===== src/rtl/instr_mem_pkg.sv =====
// Shared types and constants for the loadable instruction memory.
package instr_mem_pkg;

    typedef enum logic [1:0] {
        ST_RUN   = 2'd0,
        ST_LOAD  = 2'd1,
        ST_DRAIN = 2'd2
    } state_e;

    localparam logic [15:0] FILL_WORD       = 16'hffff;
    localparam int unsigned MAX_OUTSTANDING = 2;

    // Load pointer must be able to hold DEPTH itself, not just DEPTH-1.
    function automatic int unsigned ptr_width(input int unsigned depth);
        return $clog2(depth + 1);
    endfunction

    function automatic int unsigned ram_addr_width(input int unsigned depth);
        return (depth < 2) ? 1 : $clog2(depth);
    endfunction

endpackage


===== src/rtl/instr_mem_ram.sv =====
// Single-port synchronous RAM, write-first priority, registered read that holds
// its value whenever no read is issued.
module instr_mem_ram
    import instr_mem_pkg::*;
#(
    parameter int unsigned DATA_W = 16,
    parameter int unsigned DEPTH  = 128,
    parameter int unsigned AW     = ram_addr_width(DEPTH)
) (
    input  logic              clk_i,
    input  logic              we_i,
    input  logic              re_i,
    input  logic [AW-1:0]     addr_i,
    input  logic [DATA_W-1:0] wdata_i,
    output logic [DATA_W-1:0] rdata_o
);

    logic [DATA_W-1:0] mem_q [DEPTH];
    logic [DATA_W-1:0] rdata_q;

    always_ff @(posedge clk_i) begin
        if (we_i) begin
            mem_q[addr_i] <= wdata_i;
        end else if (re_i) begin
            rdata_q <= mem_q[addr_i];
        end
    end

    assign rdata_o = rdata_q;

endmodule


===== src/rtl/instr_mem_fetch.sv =====
// Loadable instruction memory with a valid/ready fetch port (1-cycle latency,
// two outstanding requests) and a sequential bootloader load port.
//
// state    | meaning
// ST_RUN   | fetches accepted while fewer than two are outstanding
// ST_DRAIN | load requested; no new fetches, queued responses still delivered
// ST_LOAD  | bootloader writes words at the load pointer
module instr_mem_fetch
    import instr_mem_pkg::*;
#(
    parameter int unsigned       DATA_W = 16,
    parameter int unsigned       ADDR_W = 32,
    parameter int unsigned       DEPTH  = 128,
    parameter logic [DATA_W-1:0] FILL   = FILL_WORD
) (
    input  logic              clk_i,
    input  logic              rst_n_i,
    input  logic              ld_start_i,
    input  logic              ld_valid_i,
    input  logic [DATA_W-1:0] ld_data_i,
    input  logic              ld_last_i,
    output logic              ld_busy_o,
    output logic              ld_overflow_o,
    input  logic              req_valid_i,
    input  logic [ADDR_W-1:0] req_addr_i,
    output logic              req_ready_o,
    output logic              rsp_valid_o,
    output logic [DATA_W-1:0] rsp_data_o,
    output logic              rsp_err_o,
    input  logic              rsp_ready_i
);

    localparam int unsigned PTR_W = ptr_width(DEPTH);
    localparam int unsigned RA_W  = ram_addr_width(DEPTH);

    state_e             state_q, state_d;
    // The loaded word count always equals the load pointer, so one register serves both.
    logic [PTR_W-1:0]   ld_ptr_q, ld_ptr_d;
    logic               ovf_q, ovf_d;

    logic               rd_vld_q, rd_vld_d;
    logic               rd_err_q, rd_err_d;
    logic               rd_fill_q, rd_fill_d;
    logic               sk_vld_q, sk_vld_d;
    logic [DATA_W-1:0]  sk_data_q, sk_data_d;
    logic               sk_err_q, sk_err_d;

    logic [1:0]         out_cnt;
    logic               accept, consume;
    logic               addr_oor, addr_unl;
    logic               ram_we, ram_re;
    logic [RA_W-1:0]    ram_addr;
    logic [DATA_W-1:0]  ram_rdata;
    logic [DATA_W-1:0]  rd_word;

    assign out_cnt     = {1'b0, rd_vld_q} + {1'b0, sk_vld_q};
    assign req_ready_o = rst_n_i && (state_q == ST_RUN) && (out_cnt < 2'(MAX_OUTSTANDING));
    assign accept      = req_valid_i && req_ready_o;
    assign rsp_valid_o = rd_vld_q || sk_vld_q;
    assign consume     = rsp_valid_o && rsp_ready_i;

    assign addr_oor = req_addr_i >= ADDR_W'(DEPTH);
    assign addr_unl = req_addr_i >= ADDR_W'(ld_ptr_q);

    assign ram_re   = accept && !addr_unl;
    assign ram_addr = (state_q == ST_LOAD) ? ld_ptr_q[RA_W-1:0] : req_addr_i[RA_W-1:0];

    instr_mem_ram #(
        .DATA_W (DATA_W),
        .DEPTH  (DEPTH),
        .AW     (RA_W)
    ) u_ram (
        .clk_i   (clk_i),
        .we_i    (ram_we),
        .re_i    (ram_re),
        .addr_i  (ram_addr),
        .wdata_i (ld_data_i),
        .rdata_o (ram_rdata)
    );

    assign rd_word       = rd_fill_q ? FILL : ram_rdata;
    assign rsp_data_o    = sk_vld_q ? sk_data_q : ((rd_vld_q && !rd_fill_q) ? ram_rdata : FILL);
    assign rsp_err_o     = sk_vld_q ? sk_err_q : (rd_vld_q && rd_err_q);
    assign ld_busy_o     = (state_q == ST_LOAD);
    assign ld_overflow_o = ovf_q;

    always_comb begin
        state_d  = state_q;
        ld_ptr_d = ld_ptr_q;
        ovf_d    = ovf_q;
        ram_we   = 1'b0;
        case (state_q)
            ST_RUN: begin
                if (ld_start_i) begin
                    state_d = (out_cnt != 2'd0) ? ST_DRAIN : ST_LOAD;
                end
            end
            ST_DRAIN: begin
                if (out_cnt == 2'd0) begin
                    state_d = ST_LOAD;
                end
            end
            ST_LOAD: begin
                if (!ld_start_i) begin
                    if (ld_ptr_q == PTR_W'(DEPTH)) begin
                        state_d = ST_RUN;
                        if (ld_valid_i) begin
                            ovf_d = 1'b1;
                        end
                    end else if (ld_valid_i) begin
                        ram_we   = 1'b1;
                        ld_ptr_d = ld_ptr_q + PTR_W'(1);
                        if (ld_last_i) begin
                            state_d = ST_RUN;
                        end
                    end
                end
            end
            default: state_d = ST_RUN;
        endcase
        if (ld_start_i) begin
            ld_ptr_d = '0;
            ovf_d    = 1'b0;
        end
    end

    // The RAM output stage always holds the youngest response; when it is still
    // unconsumed and a new read is issued, it moves into the skid register.
    always_comb begin
        rd_vld_d  = rd_vld_q;
        rd_err_d  = rd_err_q;
        rd_fill_d = rd_fill_q;
        sk_vld_d  = sk_vld_q;
        sk_data_d = sk_data_q;
        sk_err_d  = sk_err_q;
        if (accept) begin
            rd_vld_d  = 1'b1;
            rd_err_d  = addr_oor;
            rd_fill_d = addr_unl;
            if (rd_vld_q && !(consume && !sk_vld_q)) begin
                sk_vld_d  = 1'b1;
                sk_data_d = rd_word;
                sk_err_d  = rd_err_q;
            end else if (sk_vld_q && consume) begin
                sk_vld_d = 1'b0;
            end
        end else if (consume) begin
            if (sk_vld_q) begin
                sk_vld_d = 1'b0;
            end else begin
                rd_vld_d = 1'b0;
            end
        end
    end

    always_ff @(posedge clk_i or negedge rst_n_i) begin
        if (!rst_n_i) begin
            state_q   <= ST_RUN;
            ld_ptr_q  <= '0;
            ovf_q     <= 1'b0;
            rd_vld_q  <= 1'b0;
            rd_err_q  <= 1'b0;
            rd_fill_q <= 1'b1;
            sk_vld_q  <= 1'b0;
            sk_data_q <= FILL;
            sk_err_q  <= 1'b0;
        end else begin
            state_q   <= state_d;
            ld_ptr_q  <= ld_ptr_d;
            ovf_q     <= ovf_d;
            rd_vld_q  <= rd_vld_d;
            rd_err_q  <= rd_err_d;
            rd_fill_q <= rd_fill_d;
            sk_vld_q  <= sk_vld_d;
            sk_data_q <= sk_data_d;
            sk_err_q  <= sk_err_d;
        end
    end

endmodule


===== config.mk =====
export PLATFORM = sky130hd
export DESIGN_NAME = instr_mem_fetch
export DESIGN_NICKNAME = d
export VERILOG_FILES = /design/src/rtl/instr_mem_pkg.sv /design/src/rtl/instr_mem_ram.sv /design/src/rtl/instr_mem_fetch.sv
export SDC_FILE = /design/constraint.sdc
export NUM_CORES = 2
export LEC_CHECK = 0
export ABC_AREA = 1
export CAP_MARGIN = 20
export CORE_ASPECT_RATIO = 1.25
export CORE_MARGIN = 4
export CORE_UTILIZATION = 50
export CTS_BUF_LIST = sky130_fd_sc_hd__clkbuf_4
export DETAILED_ROUTE_END_ITERATION = 8
export GPL_ROUTABILITY_DRIVEN = 0
export GPL_TIMING_DRIVEN = 0
export PLACE_DENSITY_LB_ADDON = 0.1
export SETUP_SLACK_MARGIN = 0.2
export SYNTH_ARGS = -nofsm -noshare
export SYNTH_HDL_FRONTEND = slang
export SYNTH_SLANG_ARGS = --single-unit

===== constraint.sdc =====
create_clock -name clk_i -period 4.55 [get_ports clk_i]
set_input_delay 0.455 -clock clk_i [delete_from_list [all_inputs] [get_ports clk_i]]
set_output_delay 0.455 -clock clk_i [all_outputs]
set_load 0.005 [all_outputs]

* Yosys cells after proc, flatten, opt, wreduce, memory -nomap -nowiden
Memory sizes are Yosys's and may differ from the RTL's. A register that Yosys moved wholly into a read port is not among the register bits.
Cells that the tools add are included.
** Cells by class
- Add/subtract/negate cells :: 2
- Magnitude comparators :: 3
- Eq/ne operators :: 11
- Muxes and demuxes :: 34
- Bitwise gates (word level) :: 1
- Reduce and logical (&&, ||, !) cells :: 29
** Operators with widths (count)
- $mux W16 :: 3
- $ge A32 B8 Y1 :: 1
- $ge A32 B8 Y1 const B :: 1
- $mux W8 :: 4
- $mux W1 :: 18
- $mux W2 :: 7
- $logic_and A1 B1 Y1 :: 10
- $reduce_bool A2 Y1 :: 5
- $add A8 B1 Y8 const B :: 1
- $eq A8 B8 Y1 const B :: 1
- $ne A2 B2 Y1 const B :: 4
- $reduce_and A2 Y1 :: 4
- $mux W7 :: 1
- $ne A3 B2 Y1 const B :: 2
- $pmux W2 S3 :: 1
- $reduce_and A3 Y1 :: 2
- $reduce_and A5 Y1 :: 1
- $logic_not A1 Y1 :: 4
- $logic_not A2 Y1 :: 2
- $ne A3 B1 Y1 const B :: 1
- $add A1 B1 Y2 :: 1
- $eq A2 B1 Y1 const B :: 1
- $eq A2 B2 Y1 const B :: 1
- $lt A2 B2 Y1 const B :: 1
- 3 further kinds :: 3
** Word-level totals
- Flip-flop bits (word level) :: 32
- Memory bits (writable) :: 2048
- Word-level logic and storage cells :: 90
- Memories kept :: 1
** Memories
- u_ram.mem_q :: words 128, bits a word 16, read ports 1, clocked after memory_dff 1, wr ports 1, line instr_mem_ram.sv:18 : logic [DATA_W-1:0] mem_q [DEPTH];

* Logic depth before layout (Yosys ltp)
- Word-level depth :: 7
- Gate-level depth with buffers :: 19
- Mapped depth without buffers :: 16

* Cells and area by module
A second synthesis with hierarchy kept.
** Second synthesis, totals
- Cell total of the unflattened synthesis :: 8927
- Area, all modules :: 89621.0 sq um
** By module, submodules not included
- instr_mem_ram :: instances 1, cells an instance 8622, area an instance 87241.2 sq um, sequential area each 61979.4 sq um
- instr_mem_fetch :: instances 1, cells an instance 305, area an instance 2379.8 sq um, sequential area each 822.0 sq um

* Worst setup path before layout
Ideal clock, no wire load.
- Path type :: reg2reg
- Start point :: register state_q[1]
- End point :: memory u_ram.mem_q[79][0], enable pin
- Setup time :: 0.430 ns
- Arrival :: 3.034 ns
- Slack :: 1.086 ns
- Stages on the path, launching flop included :: 11
- Path buffers :: 1
- Clock period less this slack :: 3.464 ns
- Path through :: dfrtp_1 -> inv_4 -> nand2_4 -> buf_6 -> o21ai_2 -> inv_2 -> nor2_1 -> inv_2 -> nor2_1 -> nand2_1 -> nor4_1
** On the way
- Cells in the longest elaborated chain, start to end :: 4
** Ends and longest elaborated chain
- start: declaration :: line instr_mem_fetch.sv:36 : state_e state_q, state_d;
- start signal: assignment :: line instr_mem_fetch.sv:168 : state_q <= state_d;
- $eq A2 B1 Y1 (*) :: line instr_mem_fetch.sv:66, instr_mem_fetch.sv:92
- $mux W1 :: line instr_mem_fetch.sv:92 : case (state_q)
- $mux W1 :: line instr_mem_ram.sv:22 : if (we_i) begin
- $mux W1 (implied by the code) :: line instr_mem_ram.sv:23 : mem_q[addr_i] <= wdata_i;
- end: declaration :: line instr_mem_ram.sv:18
Mark *: on every way between the ends. The rest lies on a longest branch, timed or not.

* Final worst setup path
- Start point :: register state_q[1]
- End point :: memory u_ram.mem_q[96][3], enable pin
Same word-level chain as after synthesis.

==> impl_summary.txt <==
----------------------------------------------------
[Critical path]
  WP data arrival ... 5.38 ns
  Bufs and invs on worst path ... 5
  CP Data Required Time ... 5.54 ns
  Critical path launch point type ... flip-flop
  Start-to-end type of the worst setup path ... reg -> reg
  Critical-path maximum fanout ... 16
  Family of cells with the greatest summed delay on the critical path ... simple AND/OR/NAND/NOR gates
  Crit path largest cell delay ... 0.92 ns
  Critical path launch point ... state_q[1]$_DFFE_PN0P_
  Endpoint type of the worst setup path ... flip-flop
  Reg2Reg Launch Point ... state_q[1]$_DFFE_PN0P_
  Critical-path cell list ... inv_4 -> nand2_4 -> buf_6 -> nand2_2 -> nand2_2 -> buf_4 -> buf_6 -> nor2_4 -> nand3_2 -> clkbuf_2 -> nor2_2
  Cell type of the slowest stage on the worst timing path ... sky130_fd_sc_hd__nor2_2

[Place]
  Pre-CTS setup slack ... -0.410 ns
  Detail Placement HPWL ... 188 mm
  Number of buffers added on ports ... 75
  Area after DPL ... 95100 sq um

[Layout]
  Area of all sequential standard cells ... 62800 sq um
  Nets ... 9743
  Post-route cell area ... 102000 sq um
  Share of layout cells above drive strength 1 ... 14.7%
  Area growth from synthesis to layout ... 13.8%
  Filler Cell Count ... 15500
  Multi-input logic area ... 24400 sq um

[Pwr]
  Leak Pwr ... 0.0434 uW
  Peak supply drop ... 330 uV
  Total power per unit cell area ... 614 nW/um^2

[Timing]
  Clock Skew ... 0.108 ns
  Tightest Pin Transition ... 1.06 ns
  RSZ-0062 raised after global routing ... yes
  Setup TNS after final layout ... 0 ns
  Setup slack of the critical path after layout ... 0.163 ns
  Number of hold-slack violations in the final timing report ... 0
  Post-layout min period ... 4.39 ns
  Worst-case headroom to the max-slew limit ... 28.7%
  Final count of negative-setup-slack endpoints ... 0
  Final Max Slew Viols ... 0
  Final period utilization ... 96.4%
  Smallest hold slack ... 0.0960 ns
  Fmax ... 228 MHz

[Detailed routing]
  Drt wl/cell ... 22.5 um
  Detailed-route DRC error count ... 0
  Via count ... 64700
  Pre-Repair DR Iteration Count ... 8
  Post-DRT Antenna Nets ... 0
  Iteration-0 DRC Markers ... 6421
  Via density per instance ... 5.22
  Sum of routed wire length over all layers ... 278 mm

[Clocking]
  Number of levels in the clock H-tree ... 6
  Cell at the root of the clock tree ... sky130_fd_sc_hd__clkbuf_4
  Sink Count ... 2096
  CTS tree ... done
  Clock buffer count from CTS ... 545
  Clk slew on worst S/H paths ... 0.06 ns
  Number of setup buffers added after CTS ... 0
  Max Buffers Root-to-Sink ... 4
  Clk Latency, worst-skew pair ... 1.40 ns

[Logic synthesis]
  Ranking of synthesized cells by area ... sky130_fd_sc_hd__edfxtp_1, sky130_fd_sc_hd__nand2_1, sky130_fd_sc_hd__buf_2, sky130_fd_sc_hd__nor2_1, sky130_fd_sc_hd__nand3_1
  Post-synthesis sequential area ratio ... 70.0%
  Post-synthesis instance area ... 89700 sq um
  Synthesized Nets ... 8978
  Average cell area after synthesis ... 10.1 sq um
  Leading register cell type out of synthesis ... sky130_fd_sc_hd__edfxtp_1
  EDFF count, synth ... 2064
  Fraction of synthesis flops using an asynchronous set or reset pin ... 1.53%
  Fraction of post-synthesis cell area in the top cell type by area ... 69.1%
  Leading post-synthesis cells by instance count ... sky130_fd_sc_hd__nand2_1, sky130_fd_sc_hd__edfxtp_1, sky130_fd_sc_hd__buf_2, sky130_fd_sc_hd__nor2_1, sky130_fd_sc_hd__nand3_1
  Flop and latch count out of synthesis ... 2096
  Count of cell types in the netlist ... 38
  Most used standard cell by instance count after synthesis ... sky130_fd_sc_hd__nand2_1
  Number of warnings printed during yosys synthesis ... 0
  Synthesized instance count ... 8913
  Cell taking the most area after synthesis ... sky130_fd_sc_hd__edfxtp_1

[Worst hold path]
  Hold Path Origin ... ld_data_i[15]
  Worst hold path class ... in -> reg

[Floorplan]
  Vert. Die Dim ... 482 um
  Area enclosed by the die boundary ... 186000 sq um
  Initial Utilization ... 50.4%
  Total I/O pin count ... 76
  Row cnt ... 173
  Std-Cell Core Area ... 178000 sq um
  Die outline width ... 387 um

[Global route]
  Overall overflow remaining after global route ... 0
  Pin count of the biggest net entering global routing ... 102
  Number of global-route vias before repair ... 62600
  Wire length of the first global-routing pass ... 401 mm
  Antenna violations before repair ... 13
  Overall global routing resource usage ... 29.4%

[Status]
  Outcome ... finished clean

[Run]
  Max-cap viol count ... 0

----------------------------------------------------
-- stage by stage --
step | util, % | total power (uW) | cells
2_1_floorplan | - | 36700 | 8913
3_3_place_gp | 52.4 | 46800 | 11400
3_5_place_dp | 53.4 | 46900 | 11500
4_1_cts | 57.3 | 62500 | 12400
5_1_grt | 57.3 | 66100 | 12400
6_report | 57.3 | 62700 | 12400
-- cell families after synthesis --
| family | share of synthesized area [%] |
|---|---|
| and+or+nand+nor | 26.1 |
| AOI/OAI and AO/OA | 0.478 |
| adders and majority gates | 0.139 |
| DFF | 70.0 |
| buffers and inverters | 3.27 |
-- routing by layer --
metal  GRT usage (%)  routed length, um  vias to the layer above
li1                -                  -                    30700
met1            37.3             109000                    30300
met2            47.0             128000                     2992
met3            6.26              22700                      665
met4            17.5              18100                        6
met5               0                 41                        -
-- worst paths after layout --
| path | end | slack, ns | depth (start not counted) |
|---|---|---|---|
| min in group asynchronous | rd_fill_q$_DFFE_PN1P_ | 0.44 | 3 |
| max in group asynchronous | sk_vld_q$_DFFE_PN0P_ | 2.92 | 4 |
| setup / recovery | u_ram.mem_q[96][3]$_DFFE_PP_ | 0.16 | 11 |
| setup reg to reg | u_ram.mem_q[96][3]$_DFFE_PP_ | 0.16 | 11 |
| hold reg to reg | sk_data_q[2]$_DFFE_PN1P_ | 0.50 | 2 |
| hold / removal | u_ram.mem_q[127][15]$_DFFE_PP_ | 0.1 | 2 |
-- report_power, final --
group,internal [uW],total [uW],switching (uW)
registers,21500,21600,61.1
logic,6260,25500,19300
clock network,8180,15600,7400
total,36000,62700,26700
-- state kept, by name, summed over array words and instances (netlist names) --
signal,count
u_ram.rdata_o,16
u_ram.mem_q,2048
ld_ptr_q,8
sk_vld_q,1
rd_vld_q,1
state_q,2
ld_overflow_o,1
rd_fill_q,1
sk_data_q,16
rd_err_q,1
sk_err_q,1
-- cells in the final DEF (no fill, tap or decap), types with 17 or more instances in the layout --
cell type and count:
sky130_fd_sc_hd__nand2_1 5651, sky130_fd_sc_hd__edfxtp_1 2064, sky130_fd_sc_hd__clkbuf_4 765, sky130_fd_sc_hd__buf_2 333, sky130_fd_sc_hd__nor2_1 240, sky130_fd_sc_hd__nand3_1 117
sky130_fd_sc_hd__inv_1 116, sky130_fd_sc_hd__buf_4 87, sky130_fd_sc_hd__clkinv_1 82, sky130_fd_sc_hd__nor2_2 81, sky130_fd_sc_hd__clkdlybuf4s50_1 58, sky130_fd_sc_hd__buf_6 55
sky130_fd_sc_hd__o21ai_0 44, sky130_fd_sc_hd__dlygate4sd3_1 40, sky130_fd_sc_hd__clkbuf_1 35, sky130_fd_sc_hd__buf_8 32, sky130_fd_sc_hd__a21oi_1 19, sky130_fd_sc_hd__nor3_1 18
sky130_fd_sc_hd__buf_16 17, sky130_fd_sc_hd__dfstp_2 17
-- what timing repair did --
| item | in CTS | in global routing |
|---|---|---|
| endpoints found under the setup margin | 478 | 123 |
| pin swaps | 0 | 0 |
| hold endpoints to repair | 2096 | 0 |
| hold buffers | 40 | 0 |
| resized for setup | 29 | 11 |
-- layout make-up --
| cell class | count | share of cell area, % |
|---|---|---|
| Antenna cell | 16 | 0.0392 |
| Inverter | 127 | 0.469 |
| Multi-Input combinational cell | 6243 | 23.9 |
| Clock buffer | 764 | 5.62 |
| Timing Repair Buffer | 218 | 2.52 |
| Tap cell | 2362 | 2.90 |
| Buffer | 447 | 2.41 |
| Clock inverter | 109 | 0.651 |
| Sequential cell | 2096 | 61.5 |
Note: power is estimated with default switching activity, not from simulation.
